### config.mk
export PLATFORM = sky130hd
export DESIGN_NAME = bp_mac_ctrl
export DESIGN_NICKNAME = d
export VERILOG_FILES = /design/src/rtl/bp_mac_ctrl.sv
export SDC_FILE = /design/constraint.sdc
export NUM_CORES = 1
export LEC_CHECK = 0
export CORE_ASPECT_RATIO = 0.75
export CORE_MARGIN = 3
export CORE_UTILIZATION = 57
export CTS_CLUSTER_DIAMETER = 150
export DETAILED_ROUTE_END_ITERATION = 7
export PLACE_DENSITY = 0.84
export SLEW_MARGIN = 20
export SYNTH_ARGS = -nofsm -noshare
export SYNTH_HDL_FRONTEND = slang
export SYNTH_SLANG_ARGS = --single-unit
export TNS_END_PERCENT = 5
### constraint.sdc
create_clock -name clk -period 4.1 [get_ports clk]
set_input_delay 0.615 -clock clk [delete_from_list [all_inputs] [get_ports clk]]
set_output_delay 0.615 -clock clk [all_outputs]
set_load 0.02 [all_outputs]
### src/rtl/bp_mac_ctrl.sv
// Backprop MAC sequencer: per output row, clear the MAC, stream 4 gates x N_IN
// (dgate, weight) pairs, then write the accumulated result to dX or dOut.
module bp_mac_ctrl #(
   parameter int N_OUT   = 53,
   parameter int N_IN    = 8,
   parameter int WADDR_W = 9,
   parameter int DADDR_W = 6,
   parameter int OADDR_W = 9,
   parameter int RD_LAT  = 1,
   parameter int MAC_LAT = 1
) (
   input  logic               clk,
   input  logic               rst,
   input  logic               start,
   input  logic               mode,
   output logic               busy,
   output logic               done,
   output logic [1:0]         sel_dgate,
   output logic [2:0]         sel_wghts2,
   output logic [WADDR_W-1:0] wght_addr,
   output logic [DADDR_W-1:0] dg_addr,
   output logic               rst_mac,
   output logic               acc_mac,
   output logic               wr_dx2,
   output logic               wr_dout2,
   output logic [OADDR_W-1:0] wr_addr
);

   localparam int K_W   = (N_IN > 1) ? $clog2(N_IN) : 1;
   localparam int D_LEN = RD_LAT + MAC_LAT;
   localparam int D_W   = (D_LEN > 1) ? $clog2(D_LEN) : 1;

   typedef enum logic [2:0] {
      ST_IDLE, ST_CLR, ST_RUN, ST_DRAIN, ST_WRITE, ST_DONE
   } state_t;

   state_t             state_reg;
   logic               mode_reg;
   logic [OADDR_W-1:0] n_reg;
   logic [WADDR_W-1:0] base_reg;
   logic [1:0]         g_reg;
   logic [K_W-1:0]     k_reg;
   logic [D_W-1:0]     drain_reg;
   logic               issue_vld_reg;
   logic [1:0]         issue_gate_reg;

   // g_reg/k_reg name the operand pair currently presented on the address outputs.
   always_ff @(posedge clk) begin
      if (rst) begin
         state_reg      <= ST_IDLE;
         mode_reg       <= 1'b0;
         n_reg          <= '0;
         base_reg       <= '0;
         g_reg          <= '0;
         k_reg          <= '0;
         drain_reg      <= '0;
         issue_vld_reg  <= 1'b0;
         issue_gate_reg <= '0;
         busy           <= 1'b0;
         done           <= 1'b0;
         rst_mac        <= 1'b0;
         wght_addr      <= '0;
         dg_addr        <= '0;
         wr_dx2         <= 1'b0;
         wr_dout2       <= 1'b0;
         wr_addr        <= '0;
      end else begin
         rst_mac        <= 1'b0;
         done           <= 1'b0;
         issue_vld_reg  <= 1'b0;
         issue_gate_reg <= '0;
         wght_addr      <= '0;
         dg_addr        <= '0;
         wr_dx2         <= 1'b0;
         wr_dout2       <= 1'b0;
         wr_addr        <= '0;
         case (state_reg)
            ST_IDLE: begin
               if (start) begin
                  mode_reg  <= mode;
                  n_reg     <= '0;
                  base_reg  <= '0;
                  g_reg     <= '0;
                  k_reg     <= '0;
                  busy      <= 1'b1;
                  rst_mac   <= 1'b1;
                  state_reg <= ST_CLR;
               end
            end
            ST_CLR: begin
               issue_vld_reg  <= 1'b1;
               issue_gate_reg <= g_reg;
               wght_addr      <= base_reg;
               dg_addr        <= '0;
               state_reg      <= ST_RUN;
            end
            ST_RUN: begin
               if (g_reg == 2'd3 && k_reg == K_W'(N_IN - 1)) begin
                  drain_reg <= '0;
                  state_reg <= ST_DRAIN;
               end else if (k_reg == K_W'(N_IN - 1)) begin
                  k_reg          <= '0;
                  g_reg          <= g_reg + 2'd1;
                  issue_vld_reg  <= 1'b1;
                  issue_gate_reg <= g_reg + 2'd1;
                  wght_addr      <= base_reg;
                  dg_addr        <= '0;
               end else begin
                  k_reg          <= k_reg + K_W'(1);
                  issue_vld_reg  <= 1'b1;
                  issue_gate_reg <= g_reg;
                  wght_addr      <= base_reg + WADDR_W'(k_reg) + WADDR_W'(1);
                  dg_addr        <= DADDR_W'(k_reg) + DADDR_W'(1);
               end
            end
            ST_DRAIN: begin
               if (drain_reg == D_W'(D_LEN - 1)) begin
                  wr_addr   <= n_reg;
                  wr_dx2    <= ~mode_reg;
                  wr_dout2  <= mode_reg;
                  state_reg <= ST_WRITE;
               end else begin
                  drain_reg <= drain_reg + D_W'(1);
               end
            end
            ST_WRITE: begin
               if (n_reg == OADDR_W'(N_OUT - 1)) begin
                  done      <= 1'b1;
                  state_reg <= ST_DONE;
               end else begin
                  n_reg     <= n_reg + OADDR_W'(1);
                  base_reg  <= base_reg + WADDR_W'(N_IN);
                  g_reg     <= '0;
                  k_reg     <= '0;
                  rst_mac   <= 1'b1;
                  state_reg <= ST_CLR;
               end
            end
            ST_DONE: begin
               busy      <= 1'b0;
               state_reg <= ST_IDLE;
            end
            default: state_reg <= ST_IDLE;
         endcase
      end
   end

   // Delay the issue flag and gate by the read latency so they meet the operands.
   logic [RD_LAT-1:0] vld_pipe_reg;
   logic [RD_LAT-1:0] vld_pipe_next;
   logic [1:0]        gate_pipe_reg  [RD_LAT];
   logic [1:0]        gate_pipe_next [RD_LAT];

   assign vld_pipe_next[0]  = issue_vld_reg;
   assign gate_pipe_next[0] = issue_gate_reg;

   generate
      for (genvar gi = 1; gi < RD_LAT; gi++) begin : g_pipe
         assign vld_pipe_next[gi]  = vld_pipe_reg[gi-1];
         assign gate_pipe_next[gi] = gate_pipe_reg[gi-1];
      end
   endgenerate

   always_ff @(posedge clk) begin
      if (rst) begin
         vld_pipe_reg <= '0;
         for (int i = 0; i < RD_LAT; i++) gate_pipe_reg[i] <= '0;
      end else begin
         vld_pipe_reg <= vld_pipe_next;
         for (int i = 0; i < RD_LAT; i++) gate_pipe_reg[i] <= gate_pipe_next[i];
      end
   end

   assign acc_mac    = vld_pipe_reg[RD_LAT-1];
   assign sel_dgate  = gate_pipe_reg[RD_LAT-1];
   assign sel_wghts2 = {mode_reg & busy, gate_pipe_reg[RD_LAT-1]};

endmodule

After elaboration in Yosys (flattened, before gate mapping)
Memories as Yosys holds them, arrays and structs flattened.
Index checks and enable logic that the tools add are counted.

cells by class
  $add $sub $neg = 8
  equal/unequal tests = 13
  multiplexer cells = 41
  bitwise logic cells = 6
  reduce and logical (&&, ||, !) cells = 16

operators with widths
  cell                                            number
  case mux 9 bit (2 select lines)                 3
  two-way mux 9 bit                               5
  two-way mux 3 bit                               8
  adder 9 x 1 -> 9 bit (second input constant)    2
  case mux 3 bit (5 select lines)                 1
  two-way mux 2 bit                               6
  two-way mux 1 bit                               11
  inequality test 2 bit (second input constant)   5
  adder 9 x 3 -> 9 bit                            1
  adder 9 x 4 -> 9 bit (second input constant)    1
  == test 3 bit (second input constant)           3
  == test 9 x 6 -> 1 bit (second input constant)  1
  case mux 3 bit (3 select lines)                 1
  case mux 1 bit (2 select lines)                 4
  == test 3 x 2 -> 1 bit (second input constant)  2
  case mux 2 bit (3 select lines)                 1
  AND reduction 2 bit                             3
  AND reduction 3 bit                             2
  nonzero test 2 bit                              3
  NOT 1 bit                                       5
  adder 3 x 1 -> 4 bit (second input constant)    1
  case mux 2 bit (2 select lines)                 1
  AND reduction 4 bit                             1
  OR reduction 2 bit                              2
  11 further kinds                                11

storage, ports and cells
  bits in registers = 61
  RAM bits = 2
  bits of input ports = 4
  output and inout bits = 35
  word-level logic and storage cells = 103
  memories kept = 1

memory list
  name           depth  width  read ports  clocked after memory_dff  wr ports  line  RTL
  gate_pipe_reg  1      2      1           0                         1         151   logic [1:0] gate_pipe_reg [RD_LAT];

Depth between registers and ports, before layout
Gate-level depths: netlist of run 1.

  word-level depth = 5
  depth in mapped cells = 7
  depth with buffers taken out = 6

Worst setup path after synthesis of run 1
Ideal clock, no wire load.

  path type = flip-flop to flip-flop
  start point = reg k_reg[0]
  end point = reg g_reg[0]
  library setup time = 0.091 ns
  arrival time = 1.840 ns
  slack = 2.169 ns
  cell stages (with the launch flop) = 8
  buffers on the path = 1
  period minus slack after synthesis = 1.931 ns
  path through = dfxtp_1 ha_1 ha_1 clkbuf_1 nand2_1 a21boi_0 nor3_1 a311oi_1

between the ends
  cells in the longest elaborated chain, start to end = 4
  elaborated cells on any way between the ends = 7

RTL lines
  item                                                                           line     RTL
  start, declared                                                                42       logic [K_W-1:0] k_reg;
  start signal, assigned                                                         109      k_reg <= k_reg + K_W'(1);
  == test 3 bit *                                                                98, 101
  two-way mux 2 bit / logical AND 1 bit (equally long branches)                  -
  two-way mux 2 bit / inequality test 2 bit (equally long branches)              -
  case mux 2 bit (3 select lines) / AND reduction 4 bit (equally long branches)  -
  end signal, assigned                                                           103      g_reg <= g_reg + 2'd1;
  end, declared                                                                  41       logic [1:0] g_reg;

Every way passes the cells marked *; elsewhere a longest branch is shown, timed or not. The select of a mux whose other input is x is not followed.
A chain may end at the register's enable or synchronous reset.

Worst setup path in the final report of run 1
  start point = in start
  end point = reg n_reg[3]

between the ends
  cells in the longest elaborated chain, start to end = 2

RTL lines
  item                                    line  RTL
  start, declared                         14    input logic start,
  inequality test 2 bit (no source line)  -
  AND reduction 3 bit (no source line)    -
  end signal, assigned                    131   n_reg <= n_reg + OADDR_W'(1);
  end, declared                           39    logic [OADDR_W-1:0] n_reg;

Every way passes these cells.

==> impl_summary.txt, run 1 <==
----------------------------------------------------
[STA]
  Final setup violation count ... 0
  Total count of max-transition violations in the final report ... 0
  Final min period ... 2.41 ns
  Hold_ws ... 0.436 ns
  Worst-case headroom to the max-slew limit ... 39.9%
  Worst Clk Skew ... 0.00769 ns
  Number of hold violations in the final report ... 0
  FMAX ... 414 MHz
  Unrepaired setup endpoints after global routing ... no
  Share of the cycle needed by the critical path after routing ... 58.9%
  Fin Setup TNS ... 0 ns
  Worst-Margin Slew ... 0.889 ns
  Setup ws final ... 1.69 ns

[Global route]
  First-pass GRT wire length ... between 9000 and 10,000 microns
  Total congestion overflow after global routing ... 0
  Maximum number of pins on one net before global-route repair ... 21
  Total routing resource utilization after global routing ... 21.5%
  Initial antenna violation count ... 0
  Via count of the first global-routing pass ... ~1.9k

[Synth]
  Cells after Synth ... 273
  Number of register bits inferred by synthesis ... between 50 and 60
  Commonest register cell after synthesis ... dfxtp_1
  Post-synth top area cell ... dfxtp_1
  Share of flip-flops with an asynchronous set or reset after synthesis ... 0%
  Synth unique cells ... between 50 and 60
  Largest cells by area after synthesis ... dfxtp_1 45%, nand2_1 3.6%, a21oi_1 2.9%
  Post-synth design cell area ... 2580 sq um
  Share of Yosys cell area claimed by the top area cell type ... 45.0%
  Sequential area share after synthesis ... 45.0%
  Number of enable-type register cells in the synthesized netlist ... 0
  Average instance area after synthesis ... 9.44 sq um
  Synth Warn # ... 0

[Final layout]
  Share of cells above drive strength 1 ... 10.4%
  Seq. cell area ... 1160 sq um
  Antenna diodes ... 0
  Utilization of the core after routing ... about three quarters
  NumNets Final ... 312
  # fillers ... 311
  Non-filler instance count after layout ... 362
  Area growth from synthesis to layout ... 19.6%
  Area used by multi-input combinational logic ... around 1300 sq um
  Final std cell area, no fill ... 3080 sq um

[Clock tree]
  Sink Count ... 58
  CTS Root Cell ... clkbuf_8
  Post-cts sizing count ... 0
  Num CTS Buffers ... 9
  Max H-tree Level ... 3
  Maximum root-to-sink buffer count ... 2
  # Post-CTS Setup Buffers ... 0
  Clock Latency Late Sink ... between 0.3 and 0.4 ns
  Clock-pin slew on the worst setup and hold paths ... about 0.060 ns
  Post-CTS Hold Fix Bufs ... 0
  CTS tree ... built

[Routing]
  Number of detailed-routing iterations run before antenna repair ... 5
  Via density per instance ... roughly 5.8
  Antenna violation net count after detailed routing ... 0
  DRC violation total after the first TritonRoute iteration ... 213
  Overall via count from detail_route ... 2,082
  Routed wirelength normalized by instance count ... about 15 microns
  Sum of routed wire length over all layers ... roughly 5400 microns
  DRC Markers ... 0

[Setup path]
  Slowest Stage Delay on Critical Path ... around 0.85 ns
  Ordered cell list for the critical path ... clkdlybuf4s50_1 > or4b_1 > nand2_1 > a2111o_1 > nand2_1
  Endpoint type of the worst setup path ... flip-flop
  Required time of the critical path ... about 4.3 ns
  Arrival time of the worst setup path ... 2.63 ns
  Sort of element at the start of the critical path ... input pin
  Critical Path Fanout Max ... 20
  Type of the setup path with the least slack ... in -> reg
  Max stage delay cell, worst path ... or4b_1
  Most repeated library cell on the critical path ... nand2_1

[Floorplan]
  Num ports ... 39
  Area enclosed by the die boundary ... 5370 sq um
  Std-Cell Rows ... 20
  Die width ... 83.6 microns
  Initial Util ... 61.3%
  Area of the placeable core ... about 4200 sq um
  Die height ... 64.2 microns

[Place]
  Routability Congestion ... 0.849
  Dpl cell area ... between 2000 and 3000 sq um
  Total instance count after detailed placement ... roughly 350
  Port Buf Inserts ... 36
  Worst setup slack after placement ... around 1.4 ns
  Estimated wirelength of the detail-placed design ... 3710 microns

[Outcome]
  Result of the run ... finished clean

[Pwr]
  Power per cell area ... 373 nW/um^2
  Cell leakage power ... 1.08 nW
  IR drop worst, VDD ... 0.288 mV
  Power, Total ... 1.15 mW

[Hold path]
  Type of the tightest min-delay check ... reg -> reg

[Flow run]
  Max-capacitance violation count ... 0

----------------------------------------------------
-- layout by cell type (no fill, tap or decap), types with 4 or more instances in the layout --
master,synthesis,layout
a2111o_1,5,5
a21oi_1,15,15
a21oi_2,4,4
a311oi_1,6,6
and2_1,10,10
clkbuf_8,0,12
clkdlybuf4s50_1,0,36
dfxtp_1,58,58
ha_1,6,6
inv_1,12,12
mux2i_1,4,4
nand2_1,25,25
nand3_1,7,7
nand3_2,4,4
nand4_1,5,5
nor2_1,18,18
nor2b_1,4,4
nor3_1,6,6
nor4_1,4,4
o2111ai_1,4,4
or3_1,4,4
-- power by group --
group	switching, mW	total, mW	internal, mW
combinational	0.0571	0.0882	0.0311
sequential	0.0137	0.586	0.573
clock	0.207	0.474	0.267
-- cells by family after synthesis --
kind of cell,synth area share (%)
DFF,45.0
other,0.145
and+or+nand+nor,23.6
muxes,1.55
buffers and inverters,6.36
adders and majority gates,2.91
AOI/OAI and AO/OA,19.0
xor gates and xnor gates,1.36
-- area by class of cell --
type | instances | area share [%]
inverter | 12 | 1.46
tap | 55 | 2.23
clock buffer | 14 | 5.60
multi-input combinational | 184 | 40.8
clock inverter | 2 | 0.325
timing repair buffer | 37 | 11.9
sequential | 58 | 37.7
-- Yosys cell counts (all sizes together) (5+ instances only) --
library cell / instances
a2111o: 5
a21oi: 20
a311oi: 6
and2: 10
buf: 14
clkbuf: 6
dfxtp: 58
ha: 6
inv: 12
nand2: 25
nand3: 11
nand4: 5
nor2: 18
nor3: 7
o21ai: 6
or3: 5
-- critical path, delay by kind of cell --
kind / cells / cell delay, ns
AOI/OAI and AO/OA: 1 / 0.15
buffers and inverters: 1 / 0.55
and+or+nand+nor: 3 / 1.31
-- final timing paths --
| check | start | endpoint | slack (ns) | cells past startpoint |
|---|---|---|---|---|
| max | start | n_reg[3] | 1.69 | 5 |
| min | gate_pipe_next[1] | gate_pipe_reg[0][1] | 0.44 | 1 |
| max reg2reg | state_reg[0] | n_reg[3] | 1.69 | 4 |
| min reg2reg | gate_pipe_next[1] | gate_pipe_reg[0][1] | 0.44 | 1 |
-- metal layers --
metal | global-route usage (%) | vias up | share of wire, %
li1 | - | 1047 | -
met1 | 29.1 | 962 | 48
met2 | 30.8 | 65 | 43
met3 | 8.63 | 8 | 7.3
met4 | 8.43 | 0 | 1.5
met5 | 0 | - | 0
Power figures use the tool's default switching activity.
==> inputs of run 2 (changes only) <==
--- a/config.mk
+++ b/config.mk
@@ -7,10 +7,10 @@
 export LEC_CHECK = 0
 export CORE_ASPECT_RATIO = 0.75
 export CORE_MARGIN = 3
-export CORE_UTILIZATION = 57
+export CORE_UTILIZATION = 48
 export CTS_CLUSTER_DIAMETER = 150
 export DETAILED_ROUTE_END_ITERATION = 7
-export PLACE_DENSITY = 0.84
+export PLACE_DENSITY = 0.75
 export SLEW_MARGIN = 20
 export SYNTH_ARGS = -nofsm -noshare
 export SYNTH_HDL_FRONTEND = slang
==> constraint.sdc (replaced) <==
create_clock -name clk -period 2.04 [get_ports clk]
set_input_delay 0.306 -clock clk [delete_from_list [all_inputs] [get_ports clk]]
set_output_delay 0.306 -clock clk [all_outputs]
set_load 0.02 [all_outputs]
==> impl_summary.txt, run 2 (synthesized netlist as in run 1, its figures left out) <==
----------------------------------------------------
[Outcome]
  Result of the run ... finished clean

[Setup path]
  Critical Path Fanout Max ... 14 (-30%)
  Crit-path leading delay family ... simple AND/OR/NAND/NOR gates
  Endpoint type of the worst setup path ... flip-flop
  Required time of the critical path ... 2.28 ns (-2.04 ns)
  Max stage delay cell, worst path ... dfxtp_1
  Number of buffers and inverters on the critical path ... 0 (-1)
  Type of the setup path with the least slack ... reg -> reg
  Ordered cell list for the critical path ... or3b_1 > or3_4 > a2111oi_4
  Slowest Stage Delay on Critical Path ... 0.59 ns (-0.26 ns)
  Sort of element at the start of the critical path ... flip-flop
  Arrival time of the worst setup path ... 2.10 ns (-0.53 ns)

[STA]
  Worst-Margin Slew ... 0.746 ns (-0.143 ns)
  Share of the cycle needed by the critical path after routing ... 91.0%
  Worst Clk Skew ... 0.00718 ns (-0.000513 ns)
  Number of hold violations in the final report ... 0 (unchanged)
  Total count of max-transition violations in the final report ... 0 (unchanged)
  Final min period ... approximately 1.9 ns
  Final setup violation count ... 0 (unchanged)
  Worst-case headroom to the max-slew limit ... 49.9% (+10 points)
  Setup ws final ... 0.183 ns (-1.50 ns)
  Unrepaired setup endpoints after global routing ... no
  FMAX ... 538 MHz

[Final layout]
  Top library cells by usage in the layout, fill and taps aside ... 58 x dfxtp_1, 36 x clkdlybuf4s50_1, 25 x nand2_1
  # fillers ... 428 (+38%)
  NumNets Final ... 334 (+7.1%)
  Area growth from synthesis to layout ... 27.0%
  Leading cell type in the layout, fill and taps excluded ... dfxtp_1
  Final std cell area, no fill ... 3270 sq um (+6.2%)
  Non-filler instance count after layout ... 400 (+10%)
  Share of cells above drive strength 1 ... 17.1% (+6.6 points)
  Antenna diodes ... 0 (unchanged)

[Clock tree]
  Num CTS Buffers ... 9 (unchanged)
  CTS Root Cell ... clkbuf_8
  Maximum root-to-sink buffer count ... 2 (unchanged)
  Max H-tree Level ... 3 (unchanged)
  Sink Count ... 58 (unchanged)
  CTS tree ... built
  Clock Latency Late Sink ... 0.34 ns (about the same)
  Clock-pin slew on the worst setup and hold paths ... 0.06 ns (about the same)

[Floorplan]
  Die width ... 90.6 microns (+8.3%)
  Area enclosed by the die boundary ... 6290 sq um (+17%)
  Die height ... 69.5 microns (+8.1%)
  Initial Util ... 51.2% (-10 points)
  Area of the placeable core ... 5040 sq um (+20%)
  Num ports ... 39 (unchanged)
  Std-Cell Rows ... 22 (+10%)

[Routing]
  DRC Markers ... 0 (unchanged)
  Overall via count from detail_route ... 2,180 (+4.7%)
  Sum of routed wire length over all layers ... 5680 microns (+5.8%)
  Antenna violation net count after detailed routing ... 0 (unchanged)
  DRC violation total after the first TritonRoute iteration ... 173 (-19%)
  Number of detailed-routing iterations run before antenna repair ... 4 (-1)
  Routed wirelength normalized by instance count ... 14.2 microns (-4.3%)
  Via density per instance ... 5.45 (-5.2%)

[Pwr]
  Switching pwr ... 573 uW (+110%)
  Cell leakage power ... 1.18 nW (+9.9%)
  Internal portion of total power ... 1.73 mW (+99%)
  Fraction of power consumed by sequential logic ... 50.6% (-0.4 points)
  Power per cell area ... 704 nW/um^2 (+89%)
  IR drop worst, VDD ... 0.620 mV (+120%)
  Combinational Power Share ... 9.5% (+1.8 points)
  Power, Total ... 2.31 mW (+100%)
  Share of power burned in the clock network ... 39.9% (-1.4 points)
  Switching Share ... 24.8% (+0.64 points)

[Global route]
  First-pass GRT wire length ... 9560 microns (+5.3%)
  Total routing resource utilization after global routing ... 18.9% (-2.6 points)
  Total congestion overflow after global routing ... 0 (unchanged)
  Maximum number of pins on one net before global-route repair ... 19 (-9.5%)
  Via count of the first global-routing pass ... 2,043 (+7.7%)
  Initial antenna violation count ... 0 (unchanged)

[Place]
  Dpl cell area ... 3090 sq um (+6.6%)
  Worst setup slack after placement ... -0.00964 ns (-1.38 ns)
  Routability Congestion ... 0.865 (+1.8%)
  Port Buf Inserts ... 36 (unchanged)
  Estimated wirelength of the detail-placed design ... 4040 microns (+8.9%)
  Total instance count after detailed placement ... 384 (+11%)

[Hold path]
  Type of the tightest min-delay check ... reg -> reg

[Flow run]
  Max-capacitance violation count ... 0 (unchanged)

----------------------------------------------------
==> run 2: per-stage QoR <==
stage | TNS, ns | util [%] | hold WS [ns]
detailed placement | -0.00964 | 61.4 | 0.425
finish | 0 | 65.0 | 0.434
CTS | 0 | 64.7 | 0.440
global placement | 0 | 61.4 | 0.422
floorplan | 0 | - | 0.414
global route | 0 | 65.0 | 0.461
==> run 2: routing by layer <==
metal	up-vias	share of wire, %	GRT usage [%]
li1	1082	-	-
met1	1031	50	26.0
met2	59	42	26.5
met3	8	6.5	7.81
met4	0	1.4	6.79
met5	-	0	0
==> run 2: path summary, 6_finish.rpt <==
check                 from           end  slack [ns]  cells past startpoint
min reg2reg  issue_vld_reg       acc_mac        0.43                      1
max reg2reg   state_reg[2]  state_reg[2]        0.18                      3
min          issue_vld_reg       acc_mac        0.43                      1
max           state_reg[2]  state_reg[2]        0.18                      3
==> run 2: final cells by class <==
class | instances | area [sq um] | share of cell area, %
Multi-Input combinational cell | 184 | 1260 | 38.5
Sequential cell | 58 | 1160 | 35.5
Timing Repair Buffer | 59 | 546 | 16.7
Clock buffer | 12 | 155 | 4.74
Tap cell | 72 | 90.1 | 2.75
Inverter | 12 | 45.0 | 1.38
Clock inverter | 3 | 15.0 | 0.459
==> run 2: repair_timing <==
item,in CTS,in global routing
setup buffers,0,1
hold endpoints to repair,0,0
endpoints found under the setup margin,0,6
gates resized for setup,0,2
hold buffers,0,0
==> run 2: power by group through the flow <==
stage                     logic, mW  clock network (mW)  registers, mW
after floorplan               0.138                   0           1.20
after detailed placement      0.216                   0           1.19
after global placement        0.214                   0           1.19
final                         0.220               0.920           1.17
after global routing          0.239               0.991           1.17
after CTS                     0.217               0.944           1.17
==> run 2: worst register-to-register path, cell delays in order, from the launching register on <==
cell       delay [ns]
dfxtp_1          0.59
or3b_1           0.46
or3_4            0.44
a2111oi_4        0.28
